[config.mk]
export PLATFORM = sky130hd
export DESIGN_NAME = mips_mc_ctrl
export DESIGN_NICKNAME = d
export VERILOG_FILES = /design/src/rtl/mips_pkg.sv /design/src/rtl/mips_alu_dec.sv /design/src/rtl/mips_mc_ctrl.sv
export SDC_FILE = /design/constraint.sdc
export NUM_CORES = 1
export LEC_CHECK = 0
export CAP_MARGIN = 40
export CORE_ASPECT_RATIO = 0.6
export CORE_UTILIZATION = 30
export DETAILED_ROUTE_END_ITERATION = 8
export HOLD_SLACK_MARGIN = 0.12
export MAX_ROUTING_LAYER = met4
export PLACE_DENSITY_LB_ADDON = 0.3
export SYNTH_ARGS = -nofsm -noshare
export SYNTH_HDL_FRONTEND = slang
export SYNTH_SLANG_ARGS = --single-unit
export TNS_END_PERCENT = 50
[constraint.sdc]
create_clock -name CLK -period 2.3 [get_ports CLK]
set_input_delay 0.46 -clock CLK [delete_from_list [all_inputs] [get_ports CLK]]
set_output_delay 0.46 -clock CLK [all_outputs]
set_load 0.01 [all_outputs]
[src/rtl/mips_pkg.sv]
// mips_pkg: shared state encodings, instruction field constants, control
// codes and the per-state Moore control table for the multicycle controller.
package mips_pkg;

  typedef enum logic [3:0] {
    S_IDLE     = 4'd0,
    S_FETCH    = 4'd1,
    S_DECODE   = 4'd2,
    S_EXEC_R   = 4'd3,
    S_EXEC_I   = 4'd4,
    S_WB_R     = 4'd5,
    S_WB_I     = 4'd6,
    S_MEM_ADDR = 4'd7,
    S_MEM_RD   = 4'd8,
    S_MEM_WB   = 4'd9,
    S_MEM_WR   = 4'd10,
    S_BRANCH   = 4'd11,
    S_JUMP     = 4'd12,
    S_HALT     = 4'd13
  } state_t;

  localparam logic [5:0] OP_RTYPE = 6'h00;
  localparam logic [5:0] OP_LW    = 6'h23;
  localparam logic [5:0] OP_SW    = 6'h2B;
  localparam logic [5:0] OP_BEQ   = 6'h04;
  localparam logic [5:0] OP_ADDI  = 6'h08;
  localparam logic [5:0] OP_J     = 6'h02;

  localparam logic [5:0] FN_ADD = 6'h20;
  localparam logic [5:0] FN_SUB = 6'h22;
  localparam logic [5:0] FN_AND = 6'h24;
  localparam logic [5:0] FN_OR  = 6'h25;
  localparam logic [5:0] FN_SLT = 6'h2A;

  localparam logic [2:0] ALU_ADD = 3'b000;
  localparam logic [2:0] ALU_SUB = 3'b001;
  localparam logic [2:0] ALU_AND = 3'b010;
  localparam logic [2:0] ALU_OR  = 3'b011;
  localparam logic [2:0] ALU_SLT = 3'b100;

  localparam logic [1:0] SRCB_REG     = 2'b00;
  localparam logic [1:0] SRCB_FOUR    = 2'b01;
  localparam logic [1:0] SRCB_IMM     = 2'b10;
  localparam logic [1:0] SRCB_IMM_SH2 = 2'b11;

  localparam logic [1:0] PCSRC_ALU    = 2'b00;
  localparam logic [1:0] PCSRC_ALUOUT = 2'b01;
  localparam logic [1:0] PCSRC_JUMP   = 2'b10;

  typedef struct packed {
    logic       pcWe;
    logic       irWe;
    logic       memRe;
    logic       memWe;
    logic       iord;
    logic       regWe;
    logic       regDst;
    logic       memToReg;
    logic       aluSrcA;
    logic [1:0] aluSrcB;
    logic [2:0] aluOp;
    logic [1:0] pcSrc;
    logic       instDone;
    logic       halted;
  } ctrl_t;

  // Input-independent control values for each state; BRANCH's PC write
  // enable and EXEC_R's ALU op are patched in by the top level.
  function automatic ctrl_t ctrlFor(input state_t s);
    ctrl_t c;
    c = '0;
    case (s)
      S_FETCH: begin
        c.memRe   = 1'b1;
        c.irWe    = 1'b1;
        c.aluSrcB = SRCB_FOUR;
        c.aluOp   = ALU_ADD;
        c.pcSrc   = PCSRC_ALU;
        c.pcWe    = 1'b1;
      end
      S_DECODE: begin
        c.aluSrcB = SRCB_IMM_SH2;
        c.aluOp   = ALU_ADD;
      end
      S_EXEC_R: begin
        c.aluSrcA = 1'b1;
        c.aluSrcB = SRCB_REG;
      end
      S_EXEC_I, S_MEM_ADDR: begin
        c.aluSrcA = 1'b1;
        c.aluSrcB = SRCB_IMM;
        c.aluOp   = ALU_ADD;
      end
      S_WB_R: begin
        c.regWe    = 1'b1;
        c.regDst   = 1'b1;
        c.instDone = 1'b1;
      end
      S_WB_I: begin
        c.regWe    = 1'b1;
        c.instDone = 1'b1;
      end
      S_MEM_RD: begin
        c.memRe = 1'b1;
        c.iord  = 1'b1;
      end
      S_MEM_WB: begin
        c.regWe    = 1'b1;
        c.memToReg = 1'b1;
        c.instDone = 1'b1;
      end
      S_MEM_WR: begin
        c.memWe    = 1'b1;
        c.iord     = 1'b1;
        c.instDone = 1'b1;
      end
      S_BRANCH: begin
        c.aluSrcA  = 1'b1;
        c.aluSrcB  = SRCB_REG;
        c.aluOp    = ALU_SUB;
        c.pcSrc    = PCSRC_ALUOUT;
        c.instDone = 1'b1;
      end
      S_JUMP: begin
        c.pcSrc    = PCSRC_JUMP;
        c.pcWe     = 1'b1;
        c.instDone = 1'b1;
      end
      S_HALT: begin
        c.halted = 1'b1;
      end
      default: c = '0;
    endcase
    return c;
  endfunction

endpackage

[src/rtl/mips_alu_dec.sv]
// mips_alu_dec: maps an R-type FUNCT field to an ALU operation and flags
// function codes the controller does not implement.
module mips_alu_dec
  import mips_pkg::*;
(
  input  logic [5:0] FUNCT,
  output logic [2:0] ALU_OP,
  output logic       LEGAL
);

  // FUNCT to ALU operation lookup
  always_comb begin
    ALU_OP = ALU_ADD;
    LEGAL  = 1'b1;
    case (FUNCT)
      FN_ADD:  ALU_OP = ALU_ADD;
      FN_SUB:  ALU_OP = ALU_SUB;
      FN_AND:  ALU_OP = ALU_AND;
      FN_OR:   ALU_OP = ALU_OR;
      FN_SLT:  ALU_OP = ALU_SLT;
      default: LEGAL  = 1'b0;
    endcase
  end

endmodule

[src/rtl/mips_mc_ctrl.sv]
// mips_mc_ctrl: multicycle MIPS control unit with free-run and single-step
// modes and a sticky halt on illegal instructions.
module mips_mc_ctrl
  import mips_pkg::*;
(
  input  logic       CLK,
  input  logic       RST,
  input  logic       RUN,
  input  logic       STEP,
  input  logic [5:0] OPCODE,
  input  logic [5:0] FUNCT,
  input  logic       ZERO,
  output logic       PC_WE,
  output logic       IR_WE,
  output logic       MEM_RE,
  output logic       MEM_WE,
  output logic       IORD,
  output logic       REG_WE,
  output logic       REG_DST,
  output logic       MEM_TO_REG,
  output logic       ALU_SRC_A,
  output logic [1:0] ALU_SRC_B,
  output logic [2:0] ALU_OP,
  output logic [1:0] PC_SRC,
  output logic       INST_DONE,
  output logic       HALTED,
  output logic [3:0] STATE
);

  state_t     r_state;
  ctrl_t      r_ctrl;
  state_t     w_next;
  logic [2:0] w_functAluOp;
  logic       w_functLegal;

  mips_alu_dec u_aluDec (
    .FUNCT  (FUNCT),
    .ALU_OP (w_functAluOp),
    .LEGAL  (w_functLegal)
  );

  // Next-state selection; terminal states sample RUN to continue or rest
  always_comb begin
    w_next = r_state;
    case (r_state)
      S_IDLE:     if (RUN || STEP) w_next = S_FETCH;
      S_FETCH:    w_next = S_DECODE;
      S_DECODE: begin
        case (OPCODE)
          OP_RTYPE:     w_next = S_EXEC_R;
          OP_LW, OP_SW: w_next = S_MEM_ADDR;
          OP_BEQ:       w_next = S_BRANCH;
          OP_ADDI:      w_next = S_EXEC_I;
          OP_J:         w_next = S_JUMP;
          default:      w_next = S_HALT;
        endcase
      end
      S_EXEC_R:   w_next = w_functLegal ? S_WB_R : S_HALT;
      S_EXEC_I:   w_next = S_WB_I;
      S_MEM_ADDR: w_next = (OPCODE == OP_LW) ? S_MEM_RD : S_MEM_WR;
      S_MEM_RD:   w_next = S_MEM_WB;
      S_WB_R, S_WB_I, S_MEM_WB, S_MEM_WR, S_BRANCH, S_JUMP:
                  w_next = RUN ? S_FETCH : S_IDLE;
      S_HALT:     w_next = S_HALT;
      default:    w_next = S_IDLE;
    endcase
  end

  // State register with controls registered from the state being entered
  always_ff @(posedge CLK or negedge RST) begin
    if (!RST) begin
      r_state <= S_IDLE;
      r_ctrl  <= '0;
    end else begin
      r_state <= w_next;
      r_ctrl  <= ctrlFor(w_next);
    end
  end

  assign PC_WE      = (r_state == S_BRANCH) ? ZERO : r_ctrl.pcWe;
  assign ALU_OP     = (r_state == S_EXEC_R) ? w_functAluOp : r_ctrl.aluOp;
  assign IR_WE      = r_ctrl.irWe;
  assign MEM_RE     = r_ctrl.memRe;
  assign MEM_WE     = r_ctrl.memWe;
  assign IORD       = r_ctrl.iord;
  assign REG_WE     = r_ctrl.regWe;
  assign REG_DST    = r_ctrl.regDst;
  assign MEM_TO_REG = r_ctrl.memToReg;
  assign ALU_SRC_A  = r_ctrl.aluSrcA;
  assign ALU_SRC_B  = r_ctrl.aluSrcB;
  assign PC_SRC     = r_ctrl.pcSrc;
  assign INST_DONE  = r_ctrl.instDone;
  assign HALTED     = r_ctrl.halted;
  assign STATE      = r_state;

endmodule

==> results.toml, run 1 <==
[min_path]
holdCritPathClass = "in -> async"

[placement]
gp_congestion = 0.854
dp_slack_ns = -0.673
portBuffers = 38
hpwl_mm = 2.27

[route]
drc = 0
drtIter0Drc = 81
wire_per_inst_um = 13.9
vias_per_cell = 4.89
vias = 1021
ant_nets = 0
wirelength_mm = 2.92
dr.pass1.iters = 4

[worst_setup_path]
critical_path_class = "reg -> out"
path_depth = 4
slowest_delay_ns = 0.54
end_kind = "output pin"
cp-endpoint = "ALU_OP[1]"
crit_buf_inv = 1
required_ns = 1.84
critical-path-slowest-cell = "or4b_4"
r2r_end = "r_ctrl[17]$_DFF_PN0_"
r2r-start = "STATE[0]$_DFF_PN0_"
crit_family = "simple AND/OR/NAND/NOR gates"
worstSetupStartpointType = "flop"
worstRegToRegCells = 8
worstPathCellList = "nand2b_1, or4b_4, nor4b_4, buf_2"
arrival_ns = 1.79
critical_path.startpoint = "STATE[2]$_DFF_PN0_"
r2r_slack_ns = 0.18
crit_fanout = 3

[die]
start_util_pct = 33.0
core_mm2 = 0.00340
rows = 16
io_pins = 39
die_h_um = 49.4
die_area_mm2 = 0.00400
die_x_um = 81.0

[layout]
syn2layout_area_growth_pct = 51.6
layout-drive-gt1-share_pct = 23.2
nFillCells = 333
nets = 182
largest_reg_flops = 4
multi_input_area_um2 = 612
antenna_cells = 0
seqCellArea_um2 = 475

[sta]
rsz0062_at_grt = "yes"
whs_ns = 0.553
period_share_pct = 98.0
tns_ns = 0
min_period_ns = 2.25
hold_viol = 0
tightest_slew_ns = 0.409
worst_slack_ns = 0.0455
fmax_mhz = 444
setup_violations = 0
drv_slew = 0
maxSlewHeadroom_pct = 72.6
finalClockSkew_ns = 0.00388

[cts]
cts_max_path_buffers = 2
cts_tree = "done"
htree_levels = 1
cts_sinks = 19
root_buffer = "clkbuf_8"
cts_buffers = 3
clk_pin_slew_ns = 0.07
post_cts_buffers = 0
clock_latency_ns = 0.25

[global_routing]
grt_max_degree = 20
grtUsageTotal_pct = 17.2
antenna_found_initial = 0
overflow = 0
grt_pass1_vias = 1021
grt_pass1_wl_mm = 5.04

[synthesis]
ys.flop_type = "dfrtp_1"
synth_nets = 131
synth_cell_types = 44
ys_seq_elements = 19
synth_seq_area_share_pct = 42.4
synthCells = 114
yosys_warnings = 0
synthArstFlopShare_pct = 100
synth_area_mm2 = 0.00112
synth_edf_count = 0
avgSynthCellArea_um2 = 9.84

[power_and_ir_drop]
fin_total_pwr_uw = 2060
irDropWorstVdd_mv = 0.658
p_leak_uw = 0.000774
powerDensity_mw_per_mm2 = 1210

[run]
max_cap_viol_count = 0

[status]
run_status = "finished, final reports clean"
-- cell usage after synthesis (2+ instances only) --
cell | count | area share, %
a21oi_1 | 5 | 2.2
and2_1 | 3 | 1.7
and3_1 | 2 | 1.1
buf_2 | 3 | 1.3
buf_4 | 5 | 3.3
dfrtp_1 | 19 | 42
inv_1 | 4 | 1.3
nand2_1 | 6 | 2.0
nand2b_1 | 4 | 2.2
nand3_1 | 2 | 0.89
nand3b_1 | 2 | 1.3
nand4b_1 | 5 | 3.9
nor2_1 | 10 | 3.3
nor3_1 | 6 | 2.7
nor3b_1 | 2 | 1.3
nor4b_1 | 3 | 2.3
o21ai_0 | 4 | 1.8
o22ai_1 | 2 | 1.1
or4b_2 | 2 | 1.8
-- layout by cell type, fill, tap and decap left out, types with 2 or more instances in the layout --
cell / count
clkdlybuf4s50_1: 32
nand2b_1: 3
buf_4: 16
inv_1: 4
nor3b_1: 2
nand4b_1: 5
dlymetal6s2s_1: 3
nand3b_1: 2
nor4b_1: 2
a21oi_1: 5
and3_1: 2
o22ai_1: 2
and2_1: 3
nand2_1: 6
nor2_1: 10
dfrtp_1: 19
buf_2: 3
nand3_1: 2
o21ai_0: 4
clkbuf_8: 3
nor3_1: 5
-- power by group --
group	total (uW)	internal, uW	switching, uW
combinational	1360	674	683
clock	227	120	106
sequential	481	445	36.2
-- area by class of cell --
class | instances | area share [%]
Clock buffer | 3 | 2.43
Clock inverter | 1 | 0.294
Inverter | 5 | 1.10
Multi-Input combinational cell | 82 | 36.0
Sequential cell | 19 | 27.9
Tap cell | 45 | 3.31
Timing Repair Buffer | 54 | 29.0
-- kinds of logic (layout without fill, tap and decap cells) --
logic type                Yosys count  in the layout  synth area share, %
AOI/OAI and AO/OA                  22             22                 14.6
buffers and inverters              13             63                 6.35
xor gates and xnor gates            2              2                 1.56
muxes                               2              2                 1.90
and+or+nand+nor                    56             56                 33.2
DFF                                19             19                 42.4
-- worst reg2reg max path, stage by stage (launching register included) --
cell and delay, ns:
dfrtp_1 0.38, buf_4 0.18, or4b_1 0.60, nor3_2 0.30, a2111oi_4 0.08, buf_4 0.18, inv_1 0.09, nand3_1 0.07
a21oi_1 0.16
-- what timing repair did --
item | CTS | global route
resized for setup | 17 | 6
pin swaps | 2 | 2
hold buffers | 0 | 0
setup endpoints to repair | 3 | 5
-- worst min path at each step --
stage	from	end	slack, ns	cells past startpoint
6_report	RST	REG_DST$_DFF_PN0_	0.55	2
4_1_cts	RST	STATE[0]$_DFF_PN0_	0.56	2
5_1_grt	RST	HALTED$_DFF_PN0_	0.58	2
2_1_floorplan	RST	ALU_SRC_A$_DFF_PN0_	0.16	0
3_5_place_dp	STATE[1]$_DFF_PN0_	IORD$_DFF_PN0_	0.75	3
3_3_place_gp	STATE[1]$_DFF_PN0_	IORD$_DFF_PN0_	0.75	3
-- per-stage QoR --
stage | util [%] | area, um^2 | std cells
2_1_floorplan | - | 1120 | 114
3_3_place_gp | 47.8 | 1630 | 205
3_5_place_dp | 47.8 | 1630 | 205
4_1_cts | 49.2 | 1670 | 209
5_1_grt | 50.0 | 1700 | 209
6_report | 50.0 | 1700 | 209
-- metal layers --
layer | track usage, % | share of wire, % | up-vias
li1 | - | - | 513
met1 | 26.0 | 53 | 482
met2 | 23.4 | 42 | 26
met3 | 4.86 | 5.6 | 0
met4 | 0.893 | 0 | 0
met5 | - | 0 | -
(Power assumes the default switching activity.)
==> run 2: changes to the inputs <==
--- a/config.mk
+++ b/config.mk
@@ -6,9 +6,9 @@
 export NUM_CORES = 1
 export LEC_CHECK = 0
 export CAP_MARGIN = 40
-export CORE_ASPECT_RATIO = 0.6
-export CORE_UTILIZATION = 30
+export CORE_UTILIZATION = 55
 export DETAILED_ROUTE_END_ITERATION = 8
+export DONT_BUFFER_PORTS = 1
 export HOLD_SLACK_MARGIN = 0.12
 export MAX_ROUTING_LAYER = met4
 export PLACE_DENSITY_LB_ADDON = 0.3
==> results.toml, run 2 (synthesis results as in run 1) <==
[status]
run_status = "finished, final reports clean"

[die]
die_area_mm2 = 0.00223
core_mm2 = 0.00182
start_util_pct = 61.6
die_x_um = 47.2
io_pins = 39
rows = 15
die_h_um = 47.2

[cts]
cts_sinks = 19
clk_pin_slew_ns = 0.09
htree_levels = 1
cts_tree = "done"
cts_buffers = 3
clock_latency_ns = 0.30
cts_max_path_buffers = 2
root_buffer = "clkbuf_4"
post_cts_buffers = 0

[run]
max_cap_viol_count = 0

[route]
wirelength_mm = 2.55
ant_nets = 0
drc = 0
dr.pass1.iters = 4
vias = 928
drtIter0Drc = 30
wire_per_inst_um = 17.5
vias_per_cell = 6.36

[layout]
nFillCells = 137
seqCellArea_um2 = 477
final_common_cell = "dfrtp_1"
largest_reg_flops = 4
syn2layout_area_growth_pct = 12.2
nets = 139
antenna_cells = 0
design_area_mm2 = 0.00126
layout_common_cells = "dfrtp_1, nor2_1, buf_4, nand2_1, nor3_1"
multi_input_area_um2 = 621
fin_util_pct = 69.1
layout-drive-gt1-share_pct = 24.8

[worst_setup_path]
end_kind = "output pin"
worstSetupStartpointType = "flop"
critical_path_class = "reg -> out"
crit_fanout = 3
arrival_ns = 1.80
required_ns = 1.84

[sta]
finalClockSkew_ns = 0.0116
min_period_ns = 2.26
hold_viol = 0
tightest_slew_ns = 0.819
period_share_pct = 98.3
maxSlewHeadroom_pct = 45.2
setup_violations = 0
rsz0062_at_grt = "yes"
drv_slew = 0
worst_slack_ns = 0.0393
fmax_mhz = 442

[power_and_ir_drop]
powerDensity_mw_per_mm2 = 1340
p_leak_uw = 0.000562
irDropWorstVdd_mv = 0.829

[global_routing]
grt_pass1_wl_mm = 3.68
grtUsageTotal_pct = 24.8
grt_max_degree = 20
grt_pass1_vias = 857
overflow = 0
antenna_found_initial = 0

[placement]
portBuffers = 0
gp_congestion = 0.847
hpwl_mm = 1.79
dp_slack_ns = 0.114
place_area_mm2 = 0.00118

[min_path]
holdCritPathClass = "in -> reg"
[run 2: changes by cell type in the layout (fill, tap and decap cells not counted), sizes merged]
cell,delta
clkdlybuf4s50,-32
buf,-9
dlymetal6s2s,-3
clkbuf,+1
clkinv,-1
dlygate4sd3,+1
[run 2: area by class of cell]
| cell class | count | share of cell area, % |
|---|---|---|
| multi-input cells | 82 | 49.3 |
| flip-flops and latches | 19 | 37.9 |
| repair buffers | 11 | 6.76 |
| well taps | 25 | 2.49 |
| clock buffers | 4 | 2.09 |
| inverters | 5 | 1.49 |
[run 2: power breakdown]
group | switching, uW | internal, uW | total, uW | leakage [uW]
combinational | 590 | 402 | 992 | 0.000297
sequential | 84.1 | 447 | 531 | 0.000250
clock | 97.8 | 67.5 | 165 | 0.0000150
[run 2: path summary, 6_finish.rpt]
kind	slack, ns	end	start	cells after the start
min in group asynchronous	0.69	STATE[0]$_DFF_PN0_	RST	1
max	0.04	ALU_OP[2]	STATE[3]$_DFF_PN0_	4
max reg2reg	0.14	r_ctrl[17]$_DFF_PN0_	STATE[3]$_DFF_PN0_	7
min reg2reg	0.80	IORD$_DFF_PN0_	STATE[2]$_DFF_PN0_	3
max in group asynchronous	1.06	STATE[0]$_DFF_PN0_	RST	1
min	0.33	PC_SRC[0]$_DFF_PN0_	OPCODE[2]	1
[run 2: what timing repair did]
action	CTS	global route
hold buffers	1	0
setup endpoints to repair	3	4
pin swaps	0	1
gates resized for setup	3	5
endpoints found under the hold margin	19	0
[run 2: worst max-delay path, cell delays in order, from the launching register on]
cell and delay (ns):
dfrtp_1 0.38, nand2b_4 0.14, or4b_4 0.56, nor4_2 0.26, buf_4 0.17
[run 2: layer usage]
| layer | wire length [um] | GRT usage [%] |
|---|---|---|
| met1 | 970 | 27.2 |
| met2 | 1340 | 45.0 |
| met3 | 202 | 6.15 |
| met4 | 40 | 5.14 |
| met5 | 0 | - |
[run 2: per-stage QoR]
stage / power, uW / cells / hold slack (ns) / setup TNS, ns
after floorplan: 1270 / 114 / 0.164 / 0
after global placement: 1440 / 141 / 0.165 / 0
after detailed placement: 1470 / 141 / 0.165 / 0
after CTS: 1650 / 146 / 0.325 / 0
after global routing: 1810 / 146 / 0.319 / -0.106
final: 1690 / 146 / 0.331 / 0
==> patch (flow settings as in run 1) <==
Add an input register stage for `RUN`, `STEP`, `OPCODE`, `FUNCT` and `ZERO`; this delays them by one clock.
--- a/src/rtl/mips_mc_ctrl.sv
+++ b/src/rtl/mips_mc_ctrl.sv
@@ -29,2 +29,16 @@
 
+  logic RUN_q;
+  logic STEP_q;
+  logic [5:0] OPCODE_q;
+  logic [5:0] FUNCT_q;
+  logic ZERO_q;
+
+  always_ff @(posedge CLK) begin
+    RUN_q    <= RUN;
+    STEP_q   <= STEP;
+    OPCODE_q <= OPCODE;
+    FUNCT_q  <= FUNCT;
+    ZERO_q   <= ZERO;
+  end
+
   state_t     r_state;
@@ -36,3 +50,3 @@
   mips_alu_dec u_aluDec (
-    .FUNCT  (FUNCT),
+    .FUNCT  (FUNCT_q),
     .ALU_OP (w_functAluOp),
@@ -45,6 +59,6 @@
     case (r_state)
-      S_IDLE:     if (RUN || STEP) w_next = S_FETCH;
+      S_IDLE:     if (RUN_q || STEP_q) w_next = S_FETCH;
       S_FETCH:    w_next = S_DECODE;
       S_DECODE: begin
-        case (OPCODE)
+        case (OPCODE_q)
           OP_RTYPE:     w_next = S_EXEC_R;
@@ -59,6 +73,6 @@
       S_EXEC_I:   w_next = S_WB_I;
-      S_MEM_ADDR: w_next = (OPCODE == OP_LW) ? S_MEM_RD : S_MEM_WR;
+      S_MEM_ADDR: w_next = (OPCODE_q == OP_LW) ? S_MEM_RD : S_MEM_WR;
       S_MEM_RD:   w_next = S_MEM_WB;
       S_WB_R, S_WB_I, S_MEM_WB, S_MEM_WR, S_BRANCH, S_JUMP:
-                  w_next = RUN ? S_FETCH : S_IDLE;
+                  w_next = RUN_q ? S_FETCH : S_IDLE;
       S_HALT:     w_next = S_HALT;
@@ -79,3 +93,3 @@
 
-  assign PC_WE      = (r_state == S_BRANCH) ? ZERO : r_ctrl.pcWe;
+  assign PC_WE      = (r_state == S_BRANCH) ? ZERO_q : r_ctrl.pcWe;
   assign ALU_OP     = (r_state == S_EXEC_R) ? w_functAluOp : r_ctrl.aluOp;
Function: changed (Yosys sat finds a counterexample within 4 cycles, from zero or initial values and one cycle with RST low).
==> patch against run 1 <==
- wire length increased by 17%
- die area increased by 24%
- sequential cell count increased by 15
- design area increased by 16%
- clock skew decreased by 0.00054 ns
- area after synthesis increased by 25%
- setup slack improved by 0.069 ns
- power increased by 20%
- synthesized cell count increased by 18%
- via count increased by 15%
- largest cell class is now sequential cells
==> patch: results (changes against run 1) <==
R2R cell count=5 (-3); first-pass GRT wire length=5471 um (+8.5%); top cells by area, synth=dfrtp_1 34%, dfxtp_1 21%, nor2_1 4.0%, xor2_1 2.5%, nand2b_1 2.2%; VDD IR max=0.4916 mV (-25%); Synth Instances=135 (+18%); Synth top cells by count=19 x dfrtp_1, 15 x dfxtp_1, 15 x nor2_1; placed wire-length estimate=2480 um (+9.1%); Total GRT Usage=15.47% (-1.7 points); Synth Area in Compound Gates=14.12% (-0.48 points); multi-input gates=88 (+7.3%); hold slack final=0.5082 ns (-0.04492 ns); area of the multi-input gates=585.6 um^2 (-4.3%); # clk buffers=5 (+2); met3 usage=4.508% (-0.35 points); Static Leakage=0.8132 nW (+5.1%); post-placement cell area=1844 um^2 (+13%); met2 Use GR=22.90% (-0.49 points); Non-clk invs=4 (-1); outcome=finished, final reports clean; crit-path max FO=10 (+7); Distinct cells, synth=43 (-2.3%); clk tree area frac=4.323% (+1.6 points); skew final=0.003341 ns (-0.0005394 ns); Least-Margin Pin Slew=0.8105 ns (+0.4018 ns); NumNets Final=195 (+7.1%)
-- patch: cell types whose count changed in the layout (fill, tap and decap cells not counted), moves of 4 or more --
cell | before | now
buf_4 | 16 | 7
dfxtp_1 | 0 | 15
nand4b_1 | 5 | 1
nor2_1 | 10 | 14
or3_1 | 0 | 4
-- patch: routing by layer --
layer / wire length (um) / vias up
met1: 1713 / 559
met2: 1477 / 43
met3: 171 / 5
li1: - / 568
met5: 0 / -
met4: 36 / 0
-- patch: cells by family (layout without fill, tap and decap cells) --
logic type             Yosys count  after routing
multiplexers                     2              2
AO/OA/AOI/OAI                   24             25
buffers and inverters           14             57
AND/OR/NAND/NOR                 57             57
flip-flops                      34             34
XOR/XNOR                         4              4
-- patch: power groups by stage --
stage               combinational, W  sequential (W)  clock [W]
floorplan                   0.000741        0.000832          0
global placement             0.00118        0.000823          0
detailed placement           0.00119        0.000824          0
CTS                          0.00120        0.000820   0.000434
global route                 0.00135        0.000833   0.000468
finish                       0.00124        0.000820   0.000422
